[config.mk]
export PLATFORM = sky130hd
export DESIGN_NAME = pkt_mem_arbiter_flat
export DESIGN_NICKNAME = d
export VERILOG_FILES = /design/src/rtl/pkt_mem_arbiter_if.sv /design/src/rtl/pkt_mem_arbiter.sv /design/src/flat_wrapper.sv
export SDC_FILE = /design/constraint.sdc
export NUM_CORES = 1
export LEC_CHECK = 0
export ABC_CLOCK_PERIOD_IN_PS = 1750
export CAP_MARGIN = 15
export CORE_AREA = 4 4 163 165
export CTS_CLUSTER_DIAMETER = 150
export DETAILED_ROUTE_END_ITERATION = 12
export DIE_AREA = 0 0 167 169
export SLEW_MARGIN = 20
export SYNTH_ARGS = -nofsm -noshare
export SYNTH_HDL_FRONTEND = slang
export SYNTH_SLANG_ARGS = --single-unit
export TNS_END_PERCENT = 5
[constraint.sdc]
create_clock -name clk -period 1.75 [get_ports clk]
set_input_delay 0.2625 -clock clk [delete_from_list [all_inputs] [get_ports clk]]
set_output_delay 0.2625 -clock clk [all_outputs]
set_load 0.1 [all_outputs]
[src/rtl/pkt_mem_arbiter_if.sv]
// Memory-port arbitration bus: per-master request/access signals, one-hot
// grant, the shared memory port and arbiter status.
interface pkt_mem_arbiter_if #(
  parameter int unsigned NUM_REQ  = 4,
  parameter int unsigned ADDR_BUS = 32,
  parameter int unsigned DATA_BUS = 32
);
  logic [NUM_REQ-1:0]                req_i;
  logic [NUM_REQ-1:0]                gnt_o;
  logic [NUM_REQ-1:0]                rq_ce_i;
  logic [NUM_REQ-1:0]                rq_we_i;
  logic [NUM_REQ-1:0][ADDR_BUS-1:0]  rq_addr_i;
  logic [NUM_REQ-1:0][3:0]           rq_width_i;
  logic [NUM_REQ-1:0][DATA_BUS-1:0]  rq_data_i;
  logic [DATA_BUS-1:0]               rq_data_o;
  logic                              mem_ce_o;
  logic                              mem_we_o;
  logic [ADDR_BUS-1:0]               mem_addr_o;
  logic [3:0]                        mem_width_o;
  logic [DATA_BUS-1:0]               mem_data_o;
  logic [DATA_BUS-1:0]               mem_data_i;
  logic                              busy_o;
  logic [2:0]                        owner_o;
  logic                              revoke_o;

  // Arbiter side
  modport slave (
    input  req_i, rq_ce_i, rq_we_i, rq_addr_i, rq_width_i, rq_data_i, mem_data_i,
    output gnt_o, rq_data_o, mem_ce_o, mem_we_o, mem_addr_o, mem_width_o,
           mem_data_o, busy_o, owner_o, revoke_o
  );

  // Masters plus memory side
  modport master (
    output req_i, rq_ce_i, rq_we_i, rq_addr_i, rq_width_i, rq_data_i, mem_data_i,
    input  gnt_o, rq_data_o, mem_ce_o, mem_we_o, mem_addr_o, mem_width_o,
           mem_data_o, busy_o, owner_o, revoke_o
  );
endinterface

[src/rtl/pkt_mem_arbiter.sv]
// Round-robin arbiter sharing one packet/table memory port between NUM_REQ
// masters, with direct owner-to-owner handover and a combinational memory
// mux driven from the registered grant.
// Optional feature: define ARB_HOLD_TIMEOUT_EN to revoke a grant held for
// MAX_HOLD cycles while another master is waiting.
module pkt_mem_arbiter #(
  parameter int unsigned NUM_REQ  = 4,
  parameter int unsigned MAX_HOLD = 256,
  parameter int unsigned ADDR_BUS = 32,
  parameter int unsigned DATA_BUS = 32
) (
  input  logic                  clk,
  input  logic                  rst,
  pkt_mem_arbiter_if.slave      bus
);

  localparam int unsigned IDX_W = (NUM_REQ > 1) ? $clog2(NUM_REQ) : 1;

  // Elaboration-time parameter range checks
  if (NUM_REQ < 2 || NUM_REQ > 8) begin : g_bad_num_req
    $error("pkt_mem_arbiter: NUM_REQ must be 2..8");
  end
  if (MAX_HOLD < 1) begin : g_bad_max_hold
    $error("pkt_mem_arbiter: MAX_HOLD must be at least 1");
  end

  typedef enum logic {IDLE, OWNED} state_t;

  state_t             state_q, state_d;
  logic [IDX_W-1:0]   rr_q, rr_d;
  logic [2:0]         owner_q, owner_d;
  logic [NUM_REQ-1:0] gnt_q, gnt_d;
  logic               busy_q, busy_d;
  logic               revoke_q, revoke_d;

`ifdef ARB_HOLD_TIMEOUT_EN
  localparam int unsigned HOLD_W = $clog2(MAX_HOLD + 1);
  logic [HOLD_W-1:0]  hold_q, hold_d;
`endif

  logic [IDX_W-1:0]   own_idx;
  logic [IDX_W-1:0]   own_inc;
  logic [NUM_REQ-1:0] others;
  logic               owner_req;
  logic               rr_found, ho_found;
  logic [IDX_W-1:0]   rr_idx, ho_idx;

  // First requesting index at or after start, wrapping modulo NUM_REQ
  function automatic logic [IDX_W:0] pick(input logic [NUM_REQ-1:0] r,
                                          input logic [IDX_W-1:0]   start);
    logic             found;
    logic [IDX_W-1:0] idx;
    int unsigned      j;
    found = 1'b0;
    idx   = '0;
    for (int unsigned k = 0; k < NUM_REQ; k++) begin
      j = (32'(start) + k) % NUM_REQ;
      if (!found && r[IDX_W'(j)]) begin
        found = 1'b1;
        idx   = IDX_W'(j);
      end
    end
    return {found, idx};
  endfunction

  assign own_idx   = IDX_W'(owner_q);
  assign own_inc   = (32'(own_idx) == NUM_REQ - 1) ? '0 : own_idx + IDX_W'(1);
  assign others    = bus.req_i & ~gnt_q;
  assign owner_req = |(bus.req_i & gnt_q);
  assign {rr_found, rr_idx} = pick(bus.req_i, rr_q);
  assign {ho_found, ho_idx} = pick(others, own_inc);

  // State and grant registers
  always_ff @(posedge clk or posedge rst) begin
    if (rst) begin
      state_q  <= IDLE;
      rr_q     <= '0;
      owner_q  <= '0;
      gnt_q    <= '0;
      busy_q   <= 1'b0;
      revoke_q <= 1'b0;
`ifdef ARB_HOLD_TIMEOUT_EN
      hold_q   <= '0;
`endif
    end else begin
      state_q  <= state_d;
      rr_q     <= rr_d;
      owner_q  <= owner_d;
      gnt_q    <= gnt_d;
      busy_q   <= busy_d;
      revoke_q <= revoke_d;
`ifdef ARB_HOLD_TIMEOUT_EN
      hold_q   <= hold_d;
`endif
    end
  end

  // Next-state: grant from IDLE, hold, release handover, optional revoke
  always_comb begin
    state_d  = state_q;
    rr_d     = rr_q;
    owner_d  = owner_q;
    gnt_d    = gnt_q;
    busy_d   = busy_q;
    revoke_d = 1'b0;
`ifdef ARB_HOLD_TIMEOUT_EN
    hold_d   = hold_q;
`endif
    case (state_q)
      IDLE: begin
        if (rr_found) begin
          state_d = OWNED;
          gnt_d   = NUM_REQ'(1) << rr_idx;
          owner_d = 3'(rr_idx);
          busy_d  = 1'b1;
`ifdef ARB_HOLD_TIMEOUT_EN
          hold_d  = '0;
`endif
        end else begin
          gnt_d   = '0;
          owner_d = '0;
          busy_d  = 1'b0;
        end
      end
      OWNED: begin
        if (owner_req) begin
`ifdef ARB_HOLD_TIMEOUT_EN
          if (hold_q == HOLD_W'(MAX_HOLD) && ho_found) begin
            rr_d     = own_inc;
            gnt_d    = NUM_REQ'(1) << ho_idx;
            owner_d  = 3'(ho_idx);
            hold_d   = '0;
            revoke_d = 1'b1;
          end else if (hold_q != HOLD_W'(MAX_HOLD)) begin
            hold_d   = hold_q + HOLD_W'(1);
          end
`endif
        end else begin
          rr_d = own_inc;
          if (ho_found) begin
            gnt_d   = NUM_REQ'(1) << ho_idx;
            owner_d = 3'(ho_idx);
`ifdef ARB_HOLD_TIMEOUT_EN
            hold_d  = '0;
`endif
          end else begin
            state_d = IDLE;
            gnt_d   = '0;
            owner_d = '0;
            busy_d  = 1'b0;
          end
        end
      end
      default: state_d = IDLE;
    endcase
  end

  logic                mux_ce, mux_we;
  logic [ADDR_BUS-1:0] mux_addr;
  logic [3:0]          mux_width;
  logic [DATA_BUS-1:0] mux_data;

  // AND-OR memory mux from the registered one-hot grant; strobes gated by the owner's request
  always_comb begin
    mux_ce    = 1'b0;
    mux_we    = 1'b0;
    mux_addr  = '0;
    mux_width = '0;
    mux_data  = '0;
    for (int unsigned k = 0; k < NUM_REQ; k++) begin
      if (gnt_q[k]) begin
        mux_ce    = mux_ce | (bus.rq_ce_i[k] & bus.req_i[k]);
        mux_we    = mux_we | (bus.rq_we_i[k] & bus.req_i[k]);
        mux_addr  = mux_addr | bus.rq_addr_i[k];
        mux_width = mux_width | bus.rq_width_i[k];
        mux_data  = mux_data | bus.rq_data_i[k];
      end
    end
  end

  assign bus.mem_ce_o    = mux_ce;
  assign bus.mem_we_o    = mux_we;
  assign bus.mem_addr_o  = mux_addr;
  assign bus.mem_width_o = mux_width;
  assign bus.mem_data_o  = mux_data;
  assign bus.rq_data_o   = bus.mem_data_i;
  assign bus.gnt_o       = gnt_q;
  assign bus.busy_o      = busy_q;
  assign bus.owner_o     = owner_q;
  assign bus.revoke_o    = revoke_q;

endmodule

[src/flat_wrapper.sv]
// flat-port wrapper written by rule: the top's interface ports become plain ports
module pkt_mem_arbiter_flat 
#(
  parameter int unsigned NUM_REQ  = 4,
  parameter int unsigned MAX_HOLD = 256,
  parameter int unsigned ADDR_BUS = 32,
  parameter int unsigned DATA_BUS = 32
)
  (clk, rst, bus_req_i, bus_rq_ce_i, bus_rq_we_i, bus_rq_addr_i, bus_rq_width_i, bus_rq_data_i, bus_mem_data_i, bus_gnt_o, bus_rq_data_o, bus_mem_ce_o, bus_mem_we_o, bus_mem_addr_o, bus_mem_width_o, bus_mem_data_o, bus_busy_o, bus_owner_o, bus_revoke_o);
  pkt_mem_arbiter_if #(.NUM_REQ(NUM_REQ), .ADDR_BUS(ADDR_BUS), .DATA_BUS(DATA_BUS)) bus_i ();
  input  logic clk;
  input  logic rst;
  input wire logic [$bits(bus_i.req_i)-1:0] bus_req_i;
  input wire logic [$bits(bus_i.rq_ce_i)-1:0] bus_rq_ce_i;
  input wire logic [$bits(bus_i.rq_we_i)-1:0] bus_rq_we_i;
  input wire logic [$bits(bus_i.rq_addr_i)-1:0] bus_rq_addr_i;
  input wire logic [$bits(bus_i.rq_width_i)-1:0] bus_rq_width_i;
  input wire logic [$bits(bus_i.rq_data_i)-1:0] bus_rq_data_i;
  input wire logic [$bits(bus_i.mem_data_i)-1:0] bus_mem_data_i;
  output wire logic [$bits(bus_i.gnt_o)-1:0] bus_gnt_o;
  output wire logic [$bits(bus_i.rq_data_o)-1:0] bus_rq_data_o;
  output wire logic [$bits(bus_i.mem_ce_o)-1:0] bus_mem_ce_o;
  output wire logic [$bits(bus_i.mem_we_o)-1:0] bus_mem_we_o;
  output wire logic [$bits(bus_i.mem_addr_o)-1:0] bus_mem_addr_o;
  output wire logic [$bits(bus_i.mem_width_o)-1:0] bus_mem_width_o;
  output wire logic [$bits(bus_i.mem_data_o)-1:0] bus_mem_data_o;
  output wire logic [$bits(bus_i.busy_o)-1:0] bus_busy_o;
  output wire logic [$bits(bus_i.owner_o)-1:0] bus_owner_o;
  output wire logic [$bits(bus_i.revoke_o)-1:0] bus_revoke_o;
  assign bus_i.req_i = bus_req_i;
  assign bus_i.rq_ce_i = bus_rq_ce_i;
  assign bus_i.rq_we_i = bus_rq_we_i;
  assign bus_i.rq_addr_i = bus_rq_addr_i;
  assign bus_i.rq_width_i = bus_rq_width_i;
  assign bus_i.rq_data_i = bus_rq_data_i;
  assign bus_i.mem_data_i = bus_mem_data_i;
  assign bus_gnt_o = bus_i.gnt_o;
  assign bus_rq_data_o = bus_i.rq_data_o;
  assign bus_mem_ce_o = bus_i.mem_ce_o;
  assign bus_mem_we_o = bus_i.mem_we_o;
  assign bus_mem_addr_o = bus_i.mem_addr_o;
  assign bus_mem_width_o = bus_i.mem_width_o;
  assign bus_mem_data_o = bus_i.mem_data_o;
  assign bus_busy_o = bus_i.busy_o;
  assign bus_owner_o = bus_i.owner_o;
  assign bus_revoke_o = bus_i.revoke_o;
  pkt_mem_arbiter #(.NUM_REQ(NUM_REQ), .MAX_HOLD(MAX_HOLD), .ADDR_BUS(ADDR_BUS), .DATA_BUS(DATA_BUS)) u_core (.clk(clk), .rst(rst), .bus(bus_i));
endmodule
---- Word-level counts from Yosys, hierarchy flattened ----
Cells that the tools add are included.
operators by class
  shift-type cells ........................ 2
  reductions and logical operators ........ 15
  magnitude comparators ................... 8
  mux-type cells .......................... 68
  bitwise gates (word level) .............. 28
  equality and inequality tests ........... 3
  $add $sub $neg .......................... 7
operators with widths
  cell                   number
  $mux W32               8
  $or A32 B32 Y32        6
  $mux W1                29
  $mux W4                7
  $lt A2 B3 Y1 const B   8
  $mux W2                11
  $bmux W1 S2            8
  $or A4 B4 Y4           3
  $add A2 B2 Y2 const B  4
  $and A1 B1 Y1          8
  $and A4 B4 Y4          2
  $pmux W4 S2            1
  $shl A1 B2 Y4 const A  2
  $add A2 B1 Y2 const B  3
  $logic_and A1 B1 Y1    6
  $logic_not A1 Y1       6
  $or A1 B1 Y1           6
  $pmux W3 S2            1
  $ne A2 B2 Y1 const B   2
  $not A4 Y4             1
  $pmux W1 S2            2
  $reduce_and A2 Y1      2
  $reduce_or A4 Y1       1
  $mux W3                1
  2 further kinds        3
word-level totals
  word-level logic and storage cells ...... 136
  output and inout bits ................... 111
  bits in registers ....................... 11
  bits of input ports ..................... 318

---- Logic depth before layout (Yosys ltp) ----
Gate-level depths: netlist of the first run.
  depth in word-level cells ............... 18
  depth in mapped cells ................... 7
  mapped depth without buffers ............ 6

---- Worst setup path after synthesis of the first run ----
OpenSTA, ideal clock, no wires.
  path kind ............................... register to output
  start point ............................. register u_core.gnt_q[1] (netlist: u_core.bus.gnt_o[1])
  end point ............................... output port bus_mem_ce_o
  required time ........................... 1.487 ns
  path slack .............................. -0.926 ns
  path buffers ............................ 2
  cell stages (with the launch flop) ...... 5
  arrival ................................. 2.414 ns
  path through ............................ dfrtp_1 > buf_2 > clkbuf_1 > nand3_1 > nand4_1
on the way
  longest elaborated chain between the ends .. 5
ends and longest elaborated chain
  item                    RTL line                RTL
  from (decl)             pkt_mem_arbiter.sv:32   logic [NUM_REQ-1:0] gnt_q, gnt_d;
  from (signal assigned)  pkt_mem_arbiter.sv:89   gnt_q <= gnt_d;
  $mux W1 (*)             pkt_mem_arbiter.sv:171  if (gnt_q[k]) begin
  $or A1 B1 Y1            pkt_mem_arbiter.sv:172  mux_ce = mux_ce | (bus.rq_ce_i[k] & bus.req_i[k]);
  $mux W1 (*)             pkt_mem_arbiter.sv:171
  $or A1 B1 Y1            pkt_mem_arbiter.sv:172
  $mux W1 (*)             pkt_mem_arbiter.sv:171
  to (decl)               flat_wrapper.sv:22      output wire logic [$bits(bus_i.mem_ce_o)-1:0] bus_mem_ce_o;
Mark *: on every way between the ends. The rest lies on a longest branch, timed or not.

---- Worst setup path in the final report of the first run ----
  start point ............................. register u_core.gnt_q[2] (netlist: u_core.bus.gnt_o[2])
  end point ............................... output port bus_mem_data_o[12]
on the way
  longest elaborated chain between the ends .. 3
ends and longest elaborated chain
  item             RTL line                RTL
  $mux W32 (*)     pkt_mem_arbiter.sv:171
  $or A32 B32 Y32  pkt_mem_arbiter.sv:176  mux_data = mux_data | bus.rq_data_i[k];
  $mux W32 (*)     pkt_mem_arbiter.sv:171
  to (decl)        flat_wrapper.sv:26      output wire logic [$bits(bus_i.mem_data_o)-1:0] bus_mem_data_o;
Marks and branches as above.

==> results.md, run 1 <==
- Crit path capture type: primary output
- WL/cell: 18.1 µm
- Distinct cell type count after synthesis: 38
- Min Clock Period, post-route: about 1.8 ns
- Max cap viols: 0
- H-tree Lvls: 1
- Register area: 268 µm²
- Die width: 167 µm
- Critical Path Fanout Max: 12
- Antenna Nets Post-Route: 0
- Sequential share of power: 3.0%
- Register area share after synthesis: 10.2%
- Non-filler cells, final: 1,041
- Fillers: 2,579
- Internal Power: 0.00712 W
- Post-synth EDFFs: 0
- Clock-pin slew on the worst setup and hold paths: 0.04 ns
- Max Fclk: 0.548 GHz
- Combinational Power Share: a little over nine tenths
- IO Port Bufs: 362
- Multi-input gate area: 2270 µm²
- Post-DP HPWL: 15,000 µm
- Failing checks: setup timing
- Static Leak: 3.05 nW
- Vias post-DR: roughly 4.3k
- Final nets: 1,031
- Inserted Clock Buffers: 3
- Clock share of power: 2.6%
- Vias per cell: 4.10
- Clk root buf: clkbuf_16
- CTS tree: done
- Commonest non-fill, non-tap cell in the layout: clkdlybuf4s50_1
- #FFs+latches synth: 10
- Final Util: 32.1%
- Largest net degree at the start of global routing: 38
- Avg Inst Size Synth: a little under 7 µm²
- Initial antenna violation count: 0
- Clock Tree Buf Depth: 2
- Row Count: 58
- DP Area: around 7300 µm²
- Sw Share: 60.5%
- Tot GR Track Use: 11.7%
- Fin area: 8030 µm²
- Fraction of registers with async set/reset: 100%
- Crit Path Class: register to primary output
- Post-layout power: 0.0180 W
- CTS sink cnt: 10
- CP dominant cell by count: buf_12
- CP cell instances: buf_12 -> clkbuf_16 -> a22oi_1 -> nand2_1 -> buf_12
- Post-Syn Instances: 365
- Drt pass-1 iters: 4
- Die ar.: 28,200 µm²
- CP top delay family: flip-flops
- Unrepaired setup endpoints after global routing: yes
- RePlAce Congestion: 0.868
- Final WL: 18,800 µm
- Worst setup SP type: register
- Core region area: about 25,000 µm²
- Number of global-route vias before repair: 4,490
- Final setup viols: between 40 and 50
- Critical path data required time: between 1 and 1.5 ns
- Final Hold Vio Count: 0
- Chip height: about 170 µm
- Post-CTS Hold Buffers: 0
- Synthesized area: 2450 µm²
- Final setup margin: -0.0751 ns
- Share of layout cells above drive strength 1: 35.6%
- Fin. max-slew vios: 0
- Initial Utilization: about a tenth
- Crit share post-route: 104%
- Crit-path max cell delay: around 0.53 ns
- P per Cell Area: approximately 2200 nW/µm²
- Area Growth Syn to Fin: 227%
- Warnings, synthesis: 0
- Crit path buffers/inverters: 3
- Grt ovf: 0
- Psw: 0.0109 W
- First-pass GRT wire length: 26,700 µm
- Commonest non-fill, non-tap cells in the layout: clkdlybuf4s50_1 (283), buf_12 (88), a22oi_1 (70), a22oi_2 (68), nand2_1 (50)
- Peak VDD IR: 0.00124 V
- Setup_tns: -1.54 ns
- Worst hold path class: primary input to asynchronous set/reset pin
- Clk Latency, worst-skew pair: 0.25 ns
- Outcome: complete, but fails checks
- Critical path's slowest cell: dfrtp_4
- Starting DRT DRC Count: 241
- Synth Flop Type: dfrtp_1
- # DRC: 0
- Io pins: 429
- N_diodes: 0
- Clock Skew: between 0.006 and 0.007 ns
- Placed insts: slightly above 1k
- WP data arrival: 1.56 ns
## path summary, 6_finish.rpt
kind	startpoint	cells after the start	endpoint	slack, ns
min in group clk	bus_mem_data_i[25]	0	bus_rq_data_o[25]	0.53
setup / recovery	u_core.bus.gnt_o[2]$_DFFE_PP0P_	5	bus_mem_data_o[12]	-0.08
hold / removal	rst	2	u_core.state_q$_DFF_PP0_	0.32
hold reg to reg	u_core.bus.busy_o$_DFFE_PP0P_	2	u_core.bus.busy_o$_DFFE_PP0P_	0.58
setup reg to reg	u_core.bus.gnt_o[2]$_DFFE_PP0P_	6	u_core.bus.gnt_o[2]$_DFFE_PP0P_	-0.05
max in group asynchronous	rst	2	u_core.bus.gnt_o[2]$_DFFE_PP0P_	1.08
## worst reg2reg max path, delay by kind of cell, from the launching register on
| family | cells | cell delay (ns) |
|---|---|---|
| AO/OA/AOI/OAI | 4 | 0.89 |
| flip-flops | 1 | 0.53 |
| AND/OR/NAND/NOR | 1 | 0.17 |
| buffers and inverters | 1 | 0.14 |
## power by group through the flow
| stage | sequential, W | combinational, W | clock (W) |
|---|---|---|---|
| floorplan | 0.000983 | 0.00950 | 0 |
| global placement | 0.000550 | 0.0159 | 0 |
| detailed placement | 0.000550 | 0.0159 | 0 |
| CTS | 0.000524 | 0.0165 | 0.000471 |
| global route | 0.000561 | 0.0176 | 0.000483 |
| finish | 0.000543 | 0.0170 | 0.000465 |
## metrics by stage
| step | setup slack, ns | hold WS [ns] |
|---|---|---|
| 2_1_floorplan | -0.410 | 0.103 |
| 3_3_place_gp | -0.228 | 0.526 |
| 3_5_place_dp | -0.244 | 0.526 |
| 4_1_cts | -0.0858 | 0.347 |
| 5_1_grt | -0.134 | 0.370 |
| 6_report | -0.0751 | 0.324 |
## registers in the layout, summed over array words and instances, names as in the netlist
| signal | count |
|---|---|
| u_core.bus.busy_o | 1 |
| u_core.rr_q | 2 |
| u_core.state_q | 1 |
| u_core.bus.gnt_o | 4 |
| u_core.bus.owner_o | 2 |
## cell type report
type                            instances  share of cell area (%)
Tap cell                              330                    5.14
Inverter                                4                   0.187
Sequential cell                        10                    3.33
Timing Repair Buffer                  412                    62.0
Clock buffer                            4                    1.11
Multi-Input combinational cell        281                    28.2
## Yosys cell counts (3+ instances only)
| library cell | number | area [µm²] |
|---|---|---|
| buf_1 | 14 | 52.6 |
| inv_1 | 4 | 15.0 |
| nand3_1 | 11 | 55.1 |
| a21oi_1 | 5 | 25.0 |
| buf_2 | 5 | 25.0 |
| o211ai_1 | 3 | 22.5 |
| nand4_1 | 3 | 18.8 |
| clkbuf_1 | 15 | 56.3 |
| nand2_1 | 78 | 293 |
| dfrtp_1 | 10 | 250 |
| buf_4 | 37 | 278 |
| a22oi_1 | 138 | 1040 |
| nor2_1 | 10 | 37.5 |
## cells by family after synthesis
group                    synth area share (%)
AO/OA/AOI/OAI                            49.5
multiplexers                            0.459
AND/OR/NAND/NOR                          21.8
adder cells (fa/ha/maj)                 0.510
other                                   0.153
buffers and inverters                    17.4
flip-flops                               10.2
## repair_timing
item | 4_1_cts | 5_1_grt
buffers inserted | 6 | 6
resized for setup | 53 | 61
pin swaps | 29 | 30
cloned | 1 | 1
endpoints found under the setup margin | 68 | 75
## per-layer routing
layer	vias up	track usage [%]	wire length, µm
met2	198	21.5	9910
met3	27	2.22	1210
met5	-	0	0
met4	0	2.03	257
met1	1989	14.5	7440
li1	2055	-	-
Power figures use the tool's default switching activity.
==> inputs of run 2 (changes only) <==
--- a/config.mk
+++ b/config.mk
@@ -6,7 +6,6 @@
 export NUM_CORES = 1
 export LEC_CHECK = 0
 export ABC_CLOCK_PERIOD_IN_PS = 1750
-export CAP_MARGIN = 15
 export CORE_AREA = 4 4 163 165
 export CTS_CLUSTER_DIAMETER = 150
 export DETAILED_ROUTE_END_ITERATION = 12
==> results of run 2 <==
Same layout as run 1: the final DEF is identical, and so are final timing and power.
==> RTL edit: new RTL, settings of run 1 <==
Build with the macro `ARB_HOLD_TIMEOUT_EN` defined.
--- a/src/rtl/pkt_mem_arbiter.sv
+++ b/src/rtl/pkt_mem_arbiter.sv
@@ -3,6 +3,8 @@
 // mux driven from the registered grant.
 // Optional feature: define ARB_HOLD_TIMEOUT_EN to revoke a grant held for
 // MAX_HOLD cycles while another master is waiting.
+`define ARB_HOLD_TIMEOUT_EN
+
 module pkt_mem_arbiter #(
   parameter int unsigned NUM_REQ  = 4,
   parameter int unsigned MAX_HOLD = 256,
Check against the original RTL: not settled (the Yosys comparison gave no result); the edit may change what the design does.
==> RTL edit against run 1 <==
- the flow still finishes with violations (setup timing)
- synthesized cell count increased by 16%
- setup slack worse by 0.012 ns
- cell area up 4.4%
- total power is essentially flat
- area after synthesis is 22% higher
- via count rose by 13%
- count of clock-buffer cells in the layout is the same
- sequential power grew 59%
- clock skew is 0.0034 ns lower
- wire length grew 18%
- clock power grew 12%
- sequential cell count grew 10
- die area did not move
- largest cell class unchanged
==> RTL edit: results (changes against run 1) <==
{
  "gpl.final_weighted_congestion": {"value": 0.8246, "change": "-5.0%"},
  "routedWlPerCell": {"value": 20.17, "unit": "µm", "change": "+12%"},
  "max_cap_viol_count": {"value": 0, "change": "unchanged"},
  "grt_util_all_layers": {"value": 14.20, "unit": "%", "change": "+2.5 points"},
  "vias_per_cell": {"value": 4.359, "change": "+6.3%"},
  "final.setup_skew": {"value": 0.003578, "unit": "ns", "change": "-0.003396 ns"},
  "synth_flop_cell": "dfrtp_1",
  "worst_r2r_startpoint": "u_core.bus.owner_o[1]",
  "run_status": "finished with violations",
  "drt_iter0_drc": {"value": 253, "change": "+5.0%"},
  "synth.largest_area_cell": "a22oi_1",
  "num-fill-cells": {"value": 2585, "change": "+0.23%"},
  "place.port_buffers": {"value": 363, "change": "+0.28%"},
  "path_clk_slew": {"value": 0.06, "unit": "ns", "change": "+0.02 ns"},
  "cts-htree-levels": {"value": 1, "change": "unchanged"},
  "power.ir.vdd_worst": {"value": 1244, "unit": "µV", "change": "+0.48%"},
  "netlist_top_cells_count": "137 x a22oi_1, 80 x nand2_1, 36 x buf_4, 26 x clkbuf_1, 20 x dfrtp_1",
  "cp_arrival": {"value": 1.58, "unit": "ns", "change": "+0.02 ns"},
  "hold_violations": {"value": 0, "change": "unchanged"},
  "layout-drive-gt1-share": {"value": 28.24, "unit": "%", "change": "-7.3 points"},
  "firstDrtPassIters": {"value": 4, "change": "unchanged"},
  "tritoncts.num_buffers": {"value": 3, "change": "unchanged"},
  "timing.critical_path.from": "u_core.bus.gnt_o[1]",
  "finalSetupViolations": {"value": 49, "change": "+17%"},
  "dpl.hpwl": {"value": 18.56, "unit": "mm", "change": "+24%"},
  "grt_start_max_net_pins": {"value": 40, "change": "+5.3%"},
  "first_global_vias": {"value": 4931, "change": "+9.8%"},
  "layout.nets": {"value": 1094, "change": "+6.1%"},
  "yosysSeqAreaShare": {"value": 16.67, "unit": "%", "change": "+6.5 points"},
  "crit_path_max_fo": {"value": 37, "change": "+25"},
  "synth.area.mux_share": {"value": 1.042, "unit": "%", "change": "+0.58 points"},
  "p_leak": {"value": 0.003356, "unit": "µW", "change": "+10%"},
  "synth_fa_ha_area_share": {"value": 1.250, "unit": "%", "change": "+0.74 points"},
  "final.setup.worst_slack": {"value": -0.08760, "unit": "ns", "change": "-0.01246 ns"},
  "largest_reg_flops": {"value": 9, "change": "+5"},
  "count_of_cell_types_in_the_netlist": {"value": 49, "change": "+29%"},
  "worstHoldPathType": "in2async",
  "violations_in_the_final_reports": "setup timing",
  "synth.top_cells.by_area": "a22oi_1 34%, dfrtp_1 17%, nand2_1 10%",
  "xor_xnor_fraction_of_synth_area": {"value": 0.2917, "unit": "%", "change": "+0.29 points"},
  "antenna_found_initial": {"value": 7, "change": "+7"},
  "ctsLongestPathBuffers": {"value": 2, "change": "unchanged"},
  "cts-root-buf": "clkbuf_16",
  "clock_latency": {"value": 0.25, "unit": "ns", "change": "about the same"},
  "global_route_wire_length_before_repair": {"value": 31.30, "unit": "mm", "change": "+17%"},
  "synth-compound-area-share": {"value": 44.13, "unit": "%", "change": "-5.4 points"}
}
## RTL edit: cell count changes in the layout (fill, tap and decap cells not counted), moves of 4 or more
cell	change
a21o_1	+4
a21oi_1	+6
a22oi_1	+27
a22oi_2	-27
buf_4	+11
dfrtp_1	+10
nand2_1	+17
nand2_2	-17
nand2b_1	+5
nor3_1	+4
o21ai_0	+6
## RTL edit: cells by family (layout without fill, tap and decap cells)
logic type | count (synthesis) | after routing
xor+xnor | 1 | 1
compound gates | 181 | 181
simple gates | 136 | 136
fa+ha+maj | 3 | 3
other cells | 1 | 2
flops | 20 | 20
mux | 3 | 3
buf+inv | 79 | 427
## RTL edit: timing repair
action	in CTS	in global routing
setup endpoints to repair	71	84
pin swaps	15	9
gates resized for setup	42	33
cloned	0	0
buffers inserted	1	0
## RTL edit: power by group
part	switching (µW)	leakage, µW	internal (µW)
logic	10500	0.00307	6140
clock network	175	0.0000442	348
registers	212	0.000246	651
## RTL edit: worst max-delay path, delay by kind of cell (launching register included)
kind	cells	cell delay, ns
buffers and inverters	2	0.38
flip-flops	1	0.54
AO/OA/AOI/OAI	1	0.21
AND/OR/NAND/NOR	1	0.14
## RTL edit: cell type report
cell class	instances	share of cell area [%]
diodes	1	0.02984
repair buffers	415	58.55
inverters	8	0.3581
multi-input cells	325	28.84
well taps	330	4.924
flip-flops and latches	20	6.237
clock buffers	4	1.059
## RTL edit: per-stage QoR
step / setup slack (ns) / area [µm²] / cells / power (µW) / setup TNS (ns)
after floorplan: -0.4097 / 3144 / 424 / 10790 / -23.67
after global placement: -0.3859 / 7965 / 1097 / 16950 / -4.910
after detailed placement: -0.4445 / 7965 / 1097 / 17010 / -5.592
after CTS: -0.08441 / 8233 / 1102 / 17950 / -1.115
after global routing: -0.1610 / 8386 / 1103 / 18740 / -5.024
final: -0.08760 / 8386 / 1103 / 18050 / -1.268
## RTL edit: layer usage
metal  share of wire (%)  vias to the layer above  global-route usage, %
li1                    -                     2290                      -
met1                  38                     2219                  17.34
met2                  49                      250                  23.60
met3                  11                       39                  5.815
met4                 1.9                       10                  3.024
met5                0.27                        -                      0
## RTL edit: path summary, 6_finish.rpt
check	endpoint	slack, ns	cells past startpoint
worst max register to register	u_core.bus.gnt_o[2]	-0.07	6
worst max-delay path	bus_mem_addr_o[24]	-0.09	4
worst min-delay path	u_core.bus.owner_o[1]	0.34	3
worst min register to register	u_core.hold_q[8]	0.55	2
max in group asynchronous	u_core.bus.gnt_o[3]	1.17	3
min in group clk	bus_rq_data_o[18]	0.53	0
